`src/rtl/fifo_wr_arbiter_pkg.sv`:
```
// fifo_arb_pkg: shared defaults and state encoding for the FIFO write arbiter
package fifo_arb_pkg;

    typedef logic [7:0] data_t;

    localparam int N_REQ_DEF     = 4;
    localparam int MAX_BURST_DEF = 4;

    typedef enum logic {IDLE, BURST} state_e;

endpackage

```
`src/rtl/fifo_wr_arbiter_rr_picker.sv`:
```
// rr_picker: rotating first-set search over req starting at start_idx
module rr_picker #(
    parameter int N  = 4,
    parameter int IW = $clog2(N)
) (
    input  logic [N-1:0]  req,
    input  logic [IW-1:0] start_idx,
    output logic [IW-1:0] sel,
    output logic          any
);

    // scan from farthest to nearest so the nearest set bit wins
    always_comb begin
        sel = start_idx;
        for (int k = N - 1; k >= 0; k--)
            if (req[(int'(start_idx) + k) % N]) sel = IW'((int'(start_idx) + k) % N);
        any = |req;
    end

endmodule

```
`src/rtl/fifo_wr_arbiter.sv`:
```
// fifo_wr_arbiter: round-robin burst arbiter sharing one FIFO write port
module fifo_wr_arbiter
    import fifo_arb_pkg::*;
#(
    parameter int  N_REQ     = N_REQ_DEF,
    parameter type DATA_T    = data_t,
    parameter int  MAX_BURST = MAX_BURST_DEF
) (
    input  logic                       clk,
    input  logic                       reset_n,
    input  logic [N_REQ-1:0]           req,
    input  DATA_T [N_REQ-1:0]          data,
    output logic [N_REQ-1:0]           gnt,
    output logic [N_REQ-1:0]           stall,
    output logic                       fifo_w_req,
    output DATA_T                      fifo_w_data,
    input  logic                       fifo_w_stall,
    output logic [$clog2(N_REQ)-1:0]   owner,
    output logic                       busy
);

    localparam int IW = $clog2(N_REQ);
    localparam int CW = $clog2(MAX_BURST + 1);

    state_e          state_q;
    logic [IW-1:0]   rr_q;
    logic [IW-1:0]   owner_q;
    logic [CW-1:0]   cnt_q;
    logic [IW-1:0]   pick_sel;
    logic            pick_any;
    logic [IW-1:0]   sel;
    logic            owner_hold;
    logic            accept;

    function automatic logic [IW-1:0] wrap(input logic [IW-1:0] x);
        return (x == IW'(N_REQ - 1)) ? '0 : x + 1'b1;
    endfunction

    // a dropped owner hands over in the same cycle, searching past itself
    rr_picker #(.N(N_REQ), .IW(IW)) u_pick (
        .req       (req),
        .start_idx ((state_q == BURST) ? wrap(owner_q) : rr_q),
        .sel       (pick_sel),
        .any       (pick_any)
    );

    assign owner_hold  = (state_q == BURST) && req[owner_q];
    assign sel         = owner_hold ? owner_q : pick_sel;
    assign fifo_w_req  = reset_n && pick_any;
    assign fifo_w_data = fifo_w_req ? data[sel] : '0;
    assign accept      = fifo_w_req && !fifo_w_stall;
    assign gnt         = {{(N_REQ-1){1'b0}}, accept} << sel;
    assign stall       = req & ~gnt;
    assign owner       = owner_q;
    assign busy        = (state_q == BURST);

    // burst FSM; everything holds on back-pressure or when nobody requests
    always_ff @(posedge clk or negedge reset_n) begin
        if (!reset_n) begin
            state_q <= IDLE;
            rr_q    <= '0;
            owner_q <= '0;
            cnt_q   <= '0;
        end else if (accept) begin
            if (owner_hold) begin
                cnt_q <= cnt_q + 1'b1;
                if (cnt_q == CW'(MAX_BURST - 1)) begin
                    state_q <= IDLE;
                    rr_q    <= wrap(owner_q);
                end
            end else if (MAX_BURST > 1) begin
                state_q <= BURST;
                owner_q <= sel;
                cnt_q   <= CW'(1);
                rr_q    <= (state_q == BURST) ? wrap(owner_q) : rr_q;
            end else begin
                state_q <= IDLE;
                rr_q    <= wrap(sel);
            end
        end
    end

endmodule

```
`config.mk`:
```
export PLATFORM = sky130hd
export DESIGN_NAME = fifo_wr_arbiter
export DESIGN_NICKNAME = d
export VERILOG_FILES = /design/src/rtl/fifo_wr_arbiter_pkg.sv /design/src/rtl/fifo_wr_arbiter_rr_picker.sv /design/src/rtl/fifo_wr_arbiter.sv
export SDC_FILE = /design/constraint.sdc
export NUM_CORES = 1
export LEC_CHECK = 0
export CAP_MARGIN = 25
export CORE_MARGIN = 3
export CORE_UTILIZATION = 35
export CTS_CLUSTER_DIAMETER = 100
export DETAILED_ROUTE_END_ITERATION = 7
export GPL_TIMING_DRIVEN = 0
export HOLD_SLACK_MARGIN = 0.06
export PLACE_DENSITY_LB_ADDON = 0.25
export SLEW_MARGIN = 30
export SYNTH_ARGS = -nofsm -noshare
export SYNTH_HDL_FRONTEND = slang
export SYNTH_HIERARCHICAL = 1
export SYNTH_SLANG_ARGS = --single-unit
```
`constraint.sdc`:
```
create_clock -name clk -period 3.1 [get_ports clk]
set_clock_uncertainty 0.15 [all_clocks]
set_input_delay 0.62 -clock clk [delete_from_list [all_inputs] [get_ports clk]]
set_output_delay 0.62 -clock clk [all_outputs]
set_load 0.01 [all_outputs]
```
---- Word level (Yosys, flattened, before mapping) ----
Cells that the tools add are included.
storage, ports and cells
  flip-flop bits (word level) ............. 8
  input bits .............................. 39
  logic and storage cells ................. 63
cells by class
  add/sub/neg operators ................... 5
  order comparisons ....................... 6
  eq/ne operators ......................... 3
  shifts and indexed selects .............. 1
  muxes and demuxes ....................... 28
  bitwise operators ....................... 6
  reduce and logical (&&, ||, !) cells .... 10
operators by type and width
  kind                 number
  $mux 2               9
  $bmux 8 s2           1
  $mux 8               2
  $lt 3x4->1 const B   3
  $bmux 1 s2           5
  $mux 1               10
  $lt 2x3->1 const B   3
  $reduce_or 2->1      3
  $add 2x1->2 const B  2
  $add 2x2->2 const B  2
  $and 4x4->4          1
  $not 4->4            1
  $reduce_and 2->1     2
  $reduce_or 4->1      1
  $shl 1x2->4          1
  $add 3x1->3 const B  1
  $and 1x1->1 const A  3
  $eq 3x2->1 const B   1
  $logic_and 1x1->1    3
  $mux 3               1
  $eq 2x2->1 const B   1
  $ne 2x1->1 const B   1
  $logic_not 1->1      1
  $not 1->1            1

---- Depth between registers and ports, before layout ----
  depth after elaboration ................. 17
  gate-level depth with buffers ........... 10
  depth with buffers taken out ............ 10

---- By module ----
Netlist, hierarchy kept.
by module, submodules not included
  module           times used  cells each  area each (µm²)
  fifo_wr_arbiter  1           109         952.2
  rr_picker        1           16          100.1

---- Least setup slack after synthesis ----
No wires, ideal clock.
  path type ............................... register to output
  from .................................... register owner_q[0], in the netlist owner[0]
  to ...................................... output fifo_w_data[6] (netlist name)
  arrival ................................. 2.468 ns
  required time ........................... 2.330 ns
  setup slack ............................. -0.138 ns
  cell stages (with the launch flop) ...... 9
  path buffers ............................ 1
  path through ............................ dfrtp_1 ha_1 mux2_2 and3b_1 or4_1 nand2_1 mux2i_2 buf_6 a311oi_1
RTL lines
  what                    line                   RTL
  from (decl)             fifo_wr_arbiter.sv:27  logic [IW-1:0] owner_q;
  from (signal assigned)  fifo_wr_arbiter.sv:73  owner_q <= sel;
  to (decl)               fifo_wr_arbiter.sv:16  output DATA_T fifo_w_data,

==> reports/metrics.yaml <==
place_congestion: 0.762
max_freq_ghz: 0.280
dieArea_um2: 3700
grt_pass1_wl_mm: 6.27
ant_nets: 0
min_path_type: "in2async"
synthDistinctLibCells: 43
vdd_drop_max_mv: 0.553
vias: 1355
initial_utilization_pct: 37.5
synth.most_common_cell: "nand2_1"
dp_hpwl_mm: 2.58
regArea_um2: 203
period_share_pct: 115
die_w_um: 60.8
cts_sinks: 8
stdcell_area_um2: 2110
worst_slack_ns: -0.466
port-buffer-count: 58
h-tree-depth: 1
avgSynthCellArea_um2: 8.42
n_antenna_cell: 0
synth_top_cell_area_share_pct: 19.0
vias_per_cell: 5.58
seq_area_frac_synth_pct: 19.0
rrSetupSlack_ns: 0.81
synth_commonest_cells: "nand2_1, a211oi_1, nor2_1"
synth_top_cell_by_area: "dfrtp_1"
core_um2: 2810
worstPathCellList: "ha_4 > mux2_4 > inv_1 > a21oi_1 > o221a_2 > o21ai_0 > buf_4 > buf_4 > and3_1 > a211oi_4 > a211oi_4 > buf_2"
drv_cap: 0
finalSetupTns_ns: -5.24
grt_pass1_vias: 1348
synth_edf_count: 0
setup_viol: 16
synth_nets: 167
gr-total-overflow: 0
antenna_found_initial: 0
cts_buffers: 3
synth-async-reset-ratio_pct: 100
cp.arrival_ns: 2.80
worst_pin_slew_ns: 0.611
wl_per_cell_um: 16.5
critPathRequiredTime_ns: 2.33
crit_buf_inv: 4
critPathKind: "reg2out"
cts-root-buf: "clkbuf_4"
min_period_ns: 3.57
nets: 255
ys_ff_latch: 8
powerDensity_nw_per_um2: 1240
clk_pin_slew_ns: 0.06
synth_warnings: 6
worst_path_max_delay_cell: "dfrtp_2"
remaining_drc_errors: 0
track_usage_pct: 22.5
rows: 19
endpoint_kind: "output pin"
synthTopCellsByArea: "dfrtp_1, a211oi_1, mux2i_1, mux2_2, a211oi_2"
multiInputGateArea_um2: 1040
drive_gt1_share_pct: 45.3
rsz0062_at_grt: "true"
p_leak_uw: 0.000892
hold_violations: 0
synthCells: 125
clk_path_buf_depth: 2
cp_top_family: "compound AO/OA/AOI/OAI gates"
routed_wl_mm: 4.01
cts_tree: "yes"
start_kind: "flip-flop"
violations: "negative setup slack"
grt_max_degree: 11
slew_violations: 0
slowest_delay_ns: 0.44
drt_pass1_iterations: 4
slew_headroom_pct: 59.1
io_pins: 59
post-place-ws_ns: -1.09
place_area_um2: 1780
clk_latency_ns: 0.26
synth_area_um2: 1050
synthFlopType: "dfrtp_1"
path_max_fanout: 6
fillerInstances: 187
area_growth_pct: 101
drtIter0Drc: 62
status: "finished with violations"
die_y_um: 60.8
==> metal layers <==
| layer | global-route usage, % | share of wire, % | wire (um) |
|---|---|---|---|
| met5 | 0 | 0 | 0 |
| met4 | 8.36 | 2.8 | 113 |
| met3 | 3.62 | 5.5 | 222 |
| met2 | 40.0 | 51 | 2050 |
| met1 | 27.1 | 40 | 1620 |
==> power breakdown <==
group | switching (uW) | internal (uW)
registers | 46.5 | 155
clock network | 38.2 | 49.4
logic | 1100 | 1230
total | 1190 | 1430
==> sequential cells by signal, summed over array words and instances (netlist names) <==
signal and flops:
cnt_q 3, owner 2, rr_q 2, busy 1
==> layout by cell type, fill, tap and decap left out, drive strengths merged, types with 2 or more instances in the layout <==
cell type / n
ha: 3
nor2: 9
mux2: 7
o21ai: 7
a211oi: 15
nor2b: 3
and2: 3
clkdlybuf4s50: 37
a2bb2oi: 2
dfrtp: 8
and2b: 3
buf: 46
inv: 4
nand2: 13
nand2b: 3
a21oi: 6
mux2i: 9
nand3: 2
dlygate4sd2: 4
clkbuf: 5
and3: 8
==> kinds of logic after synthesis <==
group,Yosys count,synth area share (%)
muxes,16,18.0
DFF,8,19.0
buffers and inverters,10,5.59
adders and majority gates,3,3.57
AOI/OAI and AO/OA,38,28.3
and+or+nand+nor,50,25.6
==> metrics by stage <==
stage               util, %  instances  power [uW]  hold WS [ns]
detailed placement     63.6        214        1760         0.324
finish                 75.3        243        2620         0.224
CTS                    72.3        236        2360         0.230
global placement       63.6        214        1720         0.309
global route           75.3        243        2780         0.245
floorplan                 -        125        1330         0.174
==> what timing repair did <==
action	in CTS	in global routing
hold buffers	0	0
pin swaps	13	6
endpoints found under the setup margin	17	16
resized for setup	104	11
setup buffers	18	7
==> worst register-to-register path: cells and delay by family, from the launching register on <==
family	cells	cell delay [ns]
adders and majority gates	1	0.21
buffers and inverters	2	0.23
DFF	1	0.44
muxes	2	0.42
and+or+nand+nor	3	0.78
==> area by class of cell <==
type / instances / share of cell area [%]
flip-flops and latches: 8 / 9.60
well taps: 31 / 1.84
repair buffers: 83 / 34.2
multi-input cells: 107 / 49.4
clock buffers: 4 / 1.24
plain buffers: 6 / 2.96
inverters: 4 / 0.711
==> path summary, 6_finish.rpt <==
kind	endpoint	cells past startpoint	start
worst max-delay path	fifo_w_data[0]	12	owner[0]$_DFFE_PN0P_
worst min-delay path	cnt_q[1]$_DFFE_PN0P_	1	reset_n
worst max register to register	owner[1]$_DFFE_PN0P_	8	owner[0]$_DFFE_PN0P_
worst min register to register	cnt_q[0]$_DFFE_PN0P_	1	cnt_q[0]$_DFFE_PN0P_
max in group asynchronous	busy$_DFFE_PN0P_	1	reset_n
min in group clk	cnt_q[0]$_DFFE_PN0P_	1	cnt_q[0]$_DFFE_PN0P_
Note: power is estimated with default switching activity, not from simulation.
